[config.mk]
export PLATFORM = sky130hd
export DESIGN_NAME = uart_viterbi_decoder
export DESIGN_NICKNAME = d
export VERILOG_FILES = /design/src/rtl/uart_viterbi_decoder.sv
export SDC_FILE = /design/constraint.sdc
export NUM_CORES = 1
export LEC_CHECK = 0
export CORE_MARGIN = 2
export CORE_UTILIZATION = 55
export CTS_BUF_LIST = sky130_fd_sc_hd__clkbuf_8 sky130_fd_sc_hd__clkbuf_16
export DETAILED_ROUTE_END_ITERATION = 16
export MAX_ROUTING_LAYER = met4
export PLACE_DENSITY = 0.83
export REMOVE_ABC_BUFFERS = 1
export SYNTH_ARGS = -nofsm -noshare
export SYNTH_HDL_FRONTEND = slang
export SYNTH_SLANG_ARGS = --single-unit
export TNS_END_PERCENT = 100
[constraint.sdc]
create_clock -name clk -period 24.8 [get_ports clk]
set_input_delay 2.48 -clock clk [delete_from_list [all_inputs] [get_ports clk]]
set_output_delay 2.48 -clock clk [all_outputs]
set_load 0.01 [all_outputs]
[src/rtl/uart_viterbi_decoder.sv]
// Byte-interfaced hard-decision Viterbi decoder (rate 1/2, register-exchange survivors).
// Four symbols per input byte, fixed decision delay D, decoded bits packed LSB-first.
module uart_viterbi_decoder #(
    parameter int         K      = 3,
    parameter logic [7:0] G0_OCT = 8'o7,
    parameter logic [7:0] G1_OCT = 8'o5,
    parameter int         D      = 16,
    parameter int         PM_W   = 8
) (
    input  logic       clk,
    input  logic       rst_n,
    input  logic       in_valid,
    output logic       in_ready,
    input  logic [7:0] in_byte,
    output logic       out_valid,
    input  logic       out_ready,
    output logic [7:0] out_byte,
    input  logic       flush,
    output logic       flush_done
);
    localparam int M  = K - 1;
    localparam int NS = 1 << M;
    localparam int SW = PM_W + 2;
    localparam int CW = $clog2(D + 1);
    localparam int DW = $clog2(D);
    localparam logic [PM_W-1:0] PM_MAX  = {PM_W{1'b1}};
    localparam logic [PM_W-1:0] PM_INIT = PM_W'(2 * K);

    typedef enum logic [2:0] {
        S_INIT  = 3'd0,
        S_RUN   = 3'd1,
        S_FLUSH = 3'd2,
        S_TAIL  = 3'd3,
        S_DONE  = 3'd4
    } state_t;

    function automatic logic parity_mask(input logic [K-1:0] r, input logic [K-1:0] g);
        return ^(r & g);
    endfunction

    function automatic logic [1:0] code_sym(input logic [K-1:0] r);
        return {parity_mask(r, G0_OCT[K-1:0]), parity_mask(r, G1_OCT[K-1:0])};
    endfunction

    function automatic logic [1:0] ham2(input logic [1:0] a, input logic [1:0] b);
        logic [1:0] x;
        x = a ^ b;
        return {1'b0, x[0]} + {1'b0, x[1]};
    endfunction

    state_t          state_r, state_s;
    logic [7:0]      buf_r;
    logic [2:0]      left_r;
    logic [PM_W-1:0] pm_r   [NS];
    logic [D-1:0]    surv_r [NS];
    logic [CW-1:0]   sym_cnt_r, tail_r;
    logic [M-1:0]    best_r;
    logic [7:0]      pk_r;
    logic [2:0]      pk_cnt_r;
    logic [7:0]      out_byte_r;
    logic            out_valid_r, flush_done_r;

    logic [1:0]      sym_s;
    logic [SW-1:0]   cand_s      [NS];
    logic [M-1:0]    pred_s      [NS];
    logic [PM_W-1:0] pm_next_s   [NS];
    logic [D-1:0]    surv_next_s [NS];
    logic [SW-1:0]   min_s, m0_s, m1_s, diff_s;
    logic [M-1:0]    best_s, ns_s, p0_s, p1_s;
    logic            lt_s;
    logic            bit_due_s, pk_room_s, step_s, tail_fire_s, bit_valid_s, bit_s;
    logic            done_fire_s, pad_load_s, in_ready_s, accept_s;
    logic [DW-1:0]   tail_idx_s;

    // Add-compare-select, normalisation and best-state search for the current symbol
    always_comb begin
        sym_s  = buf_r[1:0];
        min_s  = {SW{1'b1}};
        best_s = '0;
        ns_s   = '0;
        p0_s   = '0;
        p1_s   = '0;
        m0_s   = '0;
        m1_s   = '0;
        diff_s = '0;
        lt_s   = 1'b0;
        for (int s = 0; s < NS; s++) begin
            cand_s[s]      = '0;
            pred_s[s]      = '0;
            pm_next_s[s]   = '0;
            surv_next_s[s] = '0;
        end
        for (int s = 0; s < NS; s++) begin
            ns_s = M'(s);
            p0_s = {ns_s[M-2:0], 1'b0};
            p1_s = {ns_s[M-2:0], 1'b1};
            m0_s = SW'(pm_r[p0_s]) + SW'(ham2(sym_s, code_sym({ns_s[M-1], p0_s})));
            m1_s = SW'(pm_r[p1_s]) + SW'(ham2(sym_s, code_sym({ns_s[M-1], p1_s})));
            cand_s[s] = (m0_s <= m1_s) ? m0_s : m1_s;
            pred_s[s] = (m0_s <= m1_s) ? p0_s : p1_s;
            lt_s   = (cand_s[s] < min_s);
            best_s = lt_s ? ns_s : best_s;
            min_s  = lt_s ? cand_s[s] : min_s;
        end
        for (int s = 0; s < NS; s++) begin
            ns_s   = M'(s);
            diff_s = cand_s[s] - min_s;
            pm_next_s[s]   = (diff_s > SW'(PM_MAX)) ? PM_MAX : diff_s[PM_W-1:0];
            surv_next_s[s] = {surv_r[pred_s[s]][D-2:0], ns_s[M-1]};
        end
    end

    // Datapath enables: step/stall, bit source, flush completion, input handshake
    always_comb begin
        bit_due_s   = (sym_cnt_r == CW'(D));
        pk_room_s   = !((pk_cnt_r == 3'd7) && out_valid_r && !out_ready);
        step_s      = ((state_r == S_RUN) || (state_r == S_FLUSH)) && (left_r != 3'd0)
                      && (!bit_due_s || pk_room_s);
        tail_fire_s = (state_r == S_TAIL) && (tail_r != '0) && pk_room_s;
        tail_idx_s  = DW'(tail_r - CW'(1));
        bit_valid_s = (step_s && bit_due_s) || tail_fire_s;
        // The streamed bit is the one the best path shifts out of its predecessor's survivor
        bit_s       = tail_fire_s ? surv_r[best_r][tail_idx_s] : surv_r[pred_s[best_s]][D-1];
        done_fire_s = (state_r == S_DONE) && ((pk_cnt_r == 3'd0) || !out_valid_r || out_ready);
        pad_load_s  = done_fire_s && (pk_cnt_r != 3'd0);
        in_ready_s  = (state_r == S_RUN) && ((left_r == 3'd0) || ((left_r == 3'd1) && step_s));
        accept_s    = in_valid && in_ready_s;
    end

    // Next-state logic
    always_comb begin
        state_s = state_r;
        case (state_r)
            S_INIT:  state_s = S_RUN;
            S_RUN:   state_s = flush ? S_FLUSH : S_RUN;
            S_FLUSH: state_s = (left_r == 3'd0) ? S_TAIL : S_FLUSH;
            S_TAIL:  state_s = (tail_r == '0) ? S_DONE : S_TAIL;
            S_DONE:  state_s = done_fire_s ? S_RUN : S_DONE;
            default: state_s = S_INIT;
        endcase
    end

    // State register
    always_ff @(posedge clk) begin
        if (!rst_n) begin
            state_r <= S_INIT;
        end else begin
            state_r <= state_s;
        end
    end

    // Unpacker: one byte in, four symbols out oldest first
    always_ff @(posedge clk) begin
        if (!rst_n) begin
            buf_r  <= 8'h00;
            left_r <= 3'd0;
        end else if (accept_s) begin
            buf_r  <= in_byte;
            left_r <= 3'd4;
        end else if (step_s) begin
            buf_r  <= {2'b00, buf_r[7:2]};
            left_r <= left_r - 3'd1;
        end
    end

    // Trellis state: metrics, survivors, symbol count and best state
    always_ff @(posedge clk) begin
        if (!rst_n || done_fire_s) begin
            for (int s = 0; s < NS; s++) begin
                pm_r[s]   <= (s == 0) ? {PM_W{1'b0}} : PM_INIT;
                surv_r[s] <= '0;
            end
            sym_cnt_r <= '0;
            best_r    <= '0;
        end else if (step_s) begin
            for (int s = 0; s < NS; s++) begin
                pm_r[s]   <= pm_next_s[s];
                surv_r[s] <= surv_next_s[s];
            end
            best_r <= best_s;
            if (!bit_due_s) begin
                sym_cnt_r <= sym_cnt_r + CW'(1);
            end
        end
    end

    // Tail counter: captures min(sym_count, D) once buffered symbols are drained
    always_ff @(posedge clk) begin
        if (!rst_n) begin
            tail_r <= '0;
        end else if ((state_r == S_FLUSH) && (left_r == 3'd0)) begin
            tail_r <= sym_cnt_r;
        end else if (tail_fire_s) begin
            tail_r <= tail_r - CW'(1);
        end
    end

    // Packer and output register
    always_ff @(posedge clk) begin
        if (!rst_n) begin
            pk_r         <= 8'h00;
            pk_cnt_r     <= 3'd0;
            out_byte_r   <= 8'h00;
            out_valid_r  <= 1'b0;
            flush_done_r <= 1'b0;
        end else begin
            flush_done_r <= done_fire_s;
            if (out_valid_r && out_ready) begin
                out_valid_r <= 1'b0;
            end
            if (bit_valid_s) begin
                if (pk_cnt_r == 3'd7) begin
                    out_byte_r  <= {bit_s, pk_r[6:0]};
                    out_valid_r <= 1'b1;
                    pk_r        <= 8'h00;
                    pk_cnt_r    <= 3'd0;
                end else begin
                    pk_r[pk_cnt_r] <= bit_s;
                    pk_cnt_r       <= pk_cnt_r + 3'd1;
                end
            end else if (pad_load_s) begin
                out_byte_r  <= pk_r;
                out_valid_r <= 1'b1;
                pk_r        <= 8'h00;
                pk_cnt_r    <= 3'd0;
            end
        end
    end

    assign in_ready   = in_ready_s;
    assign out_valid  = out_valid_r;
    assign out_byte   = out_byte_r;
    assign flush_done = flush_done_r;
endmodule

==> results.md, run 1 <==
* Post-Synth Adder-Cell Area at 12.99%
* Multi-input logic area at 0.007552 mm^2
* Crit Path Max Fanout at 30
* Max Clock Skew at ~0.015 ns
* Slowest cell on crit path: o21ai_0
* GPL Wtd Cong at 1.051
* Drt pass-1 iters at 7
* Hpwl dp at 22.38 mm
* Final Cycle Share at between 50% and 60%
* Final Hold Fails at 0
* Distinct cells, synth at between 80 and 90
* Top_reg_cell synth: edfxtp_1
* Worst endpoint required time at 25.07 ns
* ANT cells at 0
* TritonCTS clock tree: done
* Post-Syn Area at roughly 0.012 mm^2
* GRT Util Overall at 28.00%
* Pin count of the biggest net entering global routing at slightly above 80
* Most frequent cells after synthesis: nor2_1 (156), ha_1 (115), nand2_1 (106), a21oi_1 (100), edfxtp_1 (91)
* Crit path launch type: register
* FFs w/ async S/R, synth at 0%
* DIE AREA at ~0.023 mm^2
* Min Tclk post-route at roughly 14 ns
* Post-synthesis instance total at 1312
* Initial DRC count at ~750
* Vias in the first global route at just over 9k
* DP Area at about 0.012 mm^2
* Synth Area in XOR/XNOR at 6.727%
* Die Span Y at around 150 um
* IO Count at 24
* # DRC at 0
* Largest family of logic cells by synthesized area: compound AO/OA/AOI/OAI gates
* Vias at approximately 9.8k
* Top Family by Delay on Critical Path: compound AO/OA/AOI/OAI gates
* Row count at between 50 and 60
* Post-CTS Setup Bufs at 0
* Antenna violations before repair at 0
* Critical path type: register to register
* Quantity of gates resized following cts at 0
* CTS Buf Count at 17
* Die Wd at roughly 150 um
* Area Growth Syn to Fin at 9.012%
* Starting Density at 56.01%
* Max-slew headroom at between 30% and 40%
* Yosys reg bits at 141
* RSZ-0062 raised after global routing: false
* GRT Residual Overflow at 0
* CP endpoint kind: register
* Synth warnings at 0
* Post-synthesis simple-gate area fraction at between 10% and 20%
* Share of cells above drive strength 1 at around 6.6%
* Most frequent cell after synthesis: nor2_1
* Status: finished, final reports clean
* Drt total wl at between 30 and 40 mm
* H-tree depth at 4
* Final Cell Area at ~0.013 mm^2
* Core Util, Final at 61.06%
* EDFF count, synth at 91
* Slowest stage delay, CP at 0.65 ns
* Slew @ Worst Pin at 1.022 ns
* Crit path buffers/inverters at 7
* Pins over their slew limit at 0
* Setup TNS at 0 ns
* Clock root cell: clkbuf_16
* Worst Hold Class: register to register
* Antenna viol nets, final at 0
* Reg area at 0.003734 mm^2
* First-pass GRT wire length at 47.88 mm
* Clk slew on worst S/H paths at about 0.07 ns
* Worst-Skew Late Latency at ~0.44 ns
* CTS Sinks at 141
* Final setup viols at 0
* Routed length per instance at 18.93 um
* Clock Tree Buf Depth at 2
* Share of the synthesized area in the top cell type at ~23%
* CTS Hold Bufs at 0
* Synth top area cells: edfxtp_1 (23%), ha_1 (12%), dfxtp_1 (8.5%), mux2i_1 (6.6%), nor2_1 (5.0%)
* F_max at about 71 MHz
* Post-synthesis mux area share at a little over a tenth
* Yosys top cell by area: edfxtp_1
* Nets at approximately 1.4k
* Compound-Gate Fraction of Synth Area at roughly 17%
* Syn_area_per_cell at between 8 and 9 um^2
* # Max-Cap Violations at 0
* Layout fillers at 1727
* Post-synthesis sequential area ratio at between 30% and 40%
* Via density at slightly above 6
* Port bufs at 23
* Arr. time, crit path at around 14 ns
* Core area at 0.02102 mm^2
* Final hold slack at 0.4787 ns
[worst min-delay path, cell delays in order, from the launching register on]
cell,delay [ns]
dfxtp_1,0.31
nand2_1,0.05
a311oi_1,0.07
[registers in the layout, indices dropped and copies added, names as in the netlist, named ones only]
| name | count |
|---|---|
| out_byte | 8 |
| tail_r | 5 |
| pk_cnt_r | 3 |
| left_r | 3 |
| pm_r | 32 |
| buf_r | 8 |
| state_r | 3 |
| best_r | 2 |
| sym_cnt_r | 5 |
| pk_r | 8 |
| flush_done | 1 |
| out_valid | 1 |
| surv_r | 60 |
[layer usage]
layer	wire length, um	track usage, %
met1	13130	35.13
met2	14770	45.84
met3	1545	4.242
met4	836	10.57
met5	0	-
[area by class of cell]
class | count | area share, %
Multi-Input combinational cell | 1036 | 58.84
Sequential cell | 141 | 29.09
Clock buffer | 17 | 3.314
Tap cell | 275 | 2.681
Inverter | 83 | 2.427
Timing Repair Buffer | 33 | 2.379
Clock inverter | 15 | 1.267
[per-stage QoR]
stage               instances  setup WS, ns
finish                   1600         10.80
global route             1600         9.840
detailed placement       1568         11.23
floorplan                1260         12.10
global placement         1568         11.52
CTS                      1600         11.07
[logic make-up (layout without fill, tap and decap cells)]
family	count (synthesis)	in the layout
simple gates	419	419
xor+xnor	88	88
mux	101	101
flops	141	141
fa+ha+maj	120	120
compound gates	308	308
buf+inv	135	148
[placed cells by master (no fill, tap or decap), drive strengths merged, types with 7 or more instances in the layout]
cell / count
dfxtp: 50
a31oi: 12
nand2b: 19
o21ai: 73
and2: 8
o31ai: 7
xnor2: 45
o21a: 10
nor3: 18
inv: 89
o211ai: 19
mux4: 17
clkdlybuf4s50: 23
edfxtp: 91
nand4: 15
xor2: 42
nand3b: 10
nor2b: 32
a21oi: 101
nand2: 106
a211oi: 11
a21o: 15
nand3: 34
a311oi: 8
mux2i: 79
clkbuf: 17
nor2: 156
ha: 115
buf: 10
[path summary, 6_finish.rpt]
path / cells after the start / startpoint / slack (ns) / endpoint
setup / recovery: 57 / buf_r[0]$_SDFFE_PN0P_ / 10.80 / pm_r[1][3]$_SDFFCE_PN0P_
hold reg to reg: 2 / buf_r[6]$_SDFFE_PN0P_ / 0.48 / buf_r[4]$_SDFFE_PN0P_
setup reg to reg: 57 / buf_r[0]$_SDFFE_PN0P_ / 10.80 / pm_r[1][3]$_SDFFCE_PN0P_
hold / removal: 2 / buf_r[6]$_SDFFE_PN0P_ / 0.48 / buf_r[4]$_SDFFE_PN0P_
Power of run 1 is left out: the tool's default activity adds up to more than one toggle a clock period on the data nets, which glitch-free logic cannot reach.
==> run 2: changes to the inputs <==
Clock period 24.8 ns to 14 ns, I/O delays scaled along.
==> run 2 against run 1 <==
  * Worst setup slack got worse by 10 ns
  * Global-route usage is 0.43 points lower
  * Non-clock buffer count rose by 4
  * First-iteration DRC count decreased by 1.1%
  * Via count up 0.70%
  * Flip-flop and latch count unchanged
  * Count of clock-buffer cells in the layout stayed put
  * Critical path type unchanged
==> results.md, run 2 (synthesis gave the netlist of run 1 again) <==
* Vias at ~9.9k
* Slew @ Worst Pin at 0.9756 ns
* Starting Density at 56.01%
* Final Cell Area at 0.01282 mm^2
* R2R setup slack at 0.84 ns
* Row count at 53
* R2r startpoint: buf_r[1]$_SDFFE_PN0P_
* Hpwl dp at around 22 mm
* Most frequent cells in the layout: nor2_1 (155), ha_1 (115), nand2_1 (106), a21oi_1 (100), edfxtp_1 (91)
* Register-to-Register Path Depth at 58
* Status: finished, final reports clean
* Clk slew on worst S/H paths at 0.07 ns
* GRT Residual Overflow at 0
* Clock Tree Buf Depth at 2
* Share of cells above drive strength 1 at between 7 and 8%
* RSZ-0062 raised after global routing: false
* Max Clock Skew at 0.01652 ns
* Worst reg2reg endpoint: pm_r[1][7]$_SDFFCE_PN0P_
* Min Tclk post-route at ~13 ns
* CTS Sinks at about 140
* Max FFs per register at 60
* Pins over their slew limit at 0
* Most common cell after layout, fill and taps aside: nor2_1
* Crit Path Max Fanout at 12
* Core Util, Final at around three fifths
* H-tree depth at 4
* Clock root cell: clkbuf_16
* Slowest cell on crit path: or4b_4
* Worst endpoint required time at 14.25 ns
* DIE AREA at around 0.023 mm^2
* Port bufs at 23
* First-pass GRT wire length at roughly 48 mm
* GRT Util Overall at 27.57%
* Hold EP: buf_r[1]$_SDFFE_PN0P_
* IO Count at 24
* ANT cells at 0
* Via density at 6.176
* Arr. time, crit path at 13.41 ns
* Initial DRC count at roughly 750
* Largest reg by FF count: surv_r
* Worst-Skew Late Latency at between 0.4 and 0.5 ns
* Critical path type: register to register
* CP endpoint kind: register
* Area Growth Syn to Fin at 8.916%
* Setup TNS at 0 ns
* Max-slew headroom at roughly a third
* GPL Wtd Cong at 1.103
* Drt pass-1 iters at 6
* Crit path launch type: register
* Final setup viols at 0
* F_max at roughly 76 MHz
* Slowest stage delay, CP at 0.51 ns
* Die Span Y at ~150 um
* WHS Path Cells at 2
* Worst Hold Class: register to register
* # Max-Cap Violations at 0
* Antenna viol nets, final at 0
* Pin count of the biggest net entering global routing at 83
* Die Wd at between 150 and 200 um
* DP Area at between 0.01 and 0.015 mm^2
* Min-delay src: buf_r[3]$_SDFFE_PN0P_
* Vias in the first global route at 9335
* Final Cycle Share at a little over nine tenths
* Core area at about 0.021 mm^2
* Final Hold Fails at 0
* Most frequent cell on the critical path: ha_1
* # DRC at 0
* Routed length per instance at 18.67 um
* CTS Buf Count at 17
* Drt total wl at between 20 and 30 mm
* Top flop regs: surv_r x60, pm_r x32
* Nets at approximately 1.4k
* Antenna violations before repair at 0
* TritonCTS clock tree: done
## run 2: through the flow
stage | hold slack (ns) | instances | setup WS, ns
detailed placement | 0.4714 | 1569 | 0.5143
finish | 0.4802 | 1604 | 0.8431
CTS | 0.4830 | 1601 | 0.4393
floorplan | 0.4504 | 1260 | 1.301
global placement | 0.4598 | 1569 | 0.7766
global route | 0.5090 | 1604 | 0.02941
## run 2: repair_timing
action,4_1_cts,5_1_grt
endpoints found under the setup margin,0,32
hold buffers,0,0
setup buffers,0,3
resized for setup,0,5
## run 2: cell type report
class | count | area [um^2]
fillers | 1753 | 8198
multi-input cells | 1036 | 7564
flip-flops and latches | 141 | 3734
clock buffers | 17 | 425.4
well taps | 275 | 344.1
repair buffers | 37 | 335.3
inverters | 83 | 311.5
clock inverters | 15 | 110.1
## run 2: routing by layer
| layer | up-vias | global-route usage (%) | wire [um] |
|---|---|---|---|
| li1 | 4767 | - | - |
| met1 | 4779 | 35.50 | 13120 |
| met2 | 295 | 44.36 | 14360 |
| met3 | 65 | 3.727 | 1491 |
| met4 | 0 | 10.47 | 974 |
| met5 | - | - | 0 |
## run 2: critical path, delay by kind of cell (launching register included)
kind                       cells  cell delay (ns)
buffers and inverters          8             0.95
AOI/OAI and AO/OA             25             5.99
muxes                          1             0.37
and+or+nand+nor               14             2.14
DFF                            1             0.43
xor gates and xnor gates       1             0.20
adders and majority gates      9             2.86
## run 2: how the worst max path moves through the flow
stage                                from                  endpoint  slack (ns)  depth (start not counted)
floorplan           buf_r[0]$_SDFFE_PN0P_  pm_r[0][0]$_SDFFCE_PN0P_        1.30                         55
global placement    buf_r[0]$_SDFFE_PN0P_  pm_r[0][1]$_SDFFCE_PN0P_        0.78                         56
detailed placement  buf_r[0]$_SDFFE_PN0P_  pm_r[0][2]$_SDFFCE_PN0P_        0.51                         55
CTS                 buf_r[1]$_SDFFE_PN0P_  pm_r[0][2]$_SDFFCE_PN0P_        0.44                         55
global route        buf_r[1]$_SDFFE_PN0P_  pm_r[1][0]$_SDFFCE_PN0P_        0.03                         59
finish              buf_r[1]$_SDFFE_PN0P_  pm_r[1][7]$_SDFFCE_PN0P_        0.84                         58
Power of run 2 is left out for the same reason.
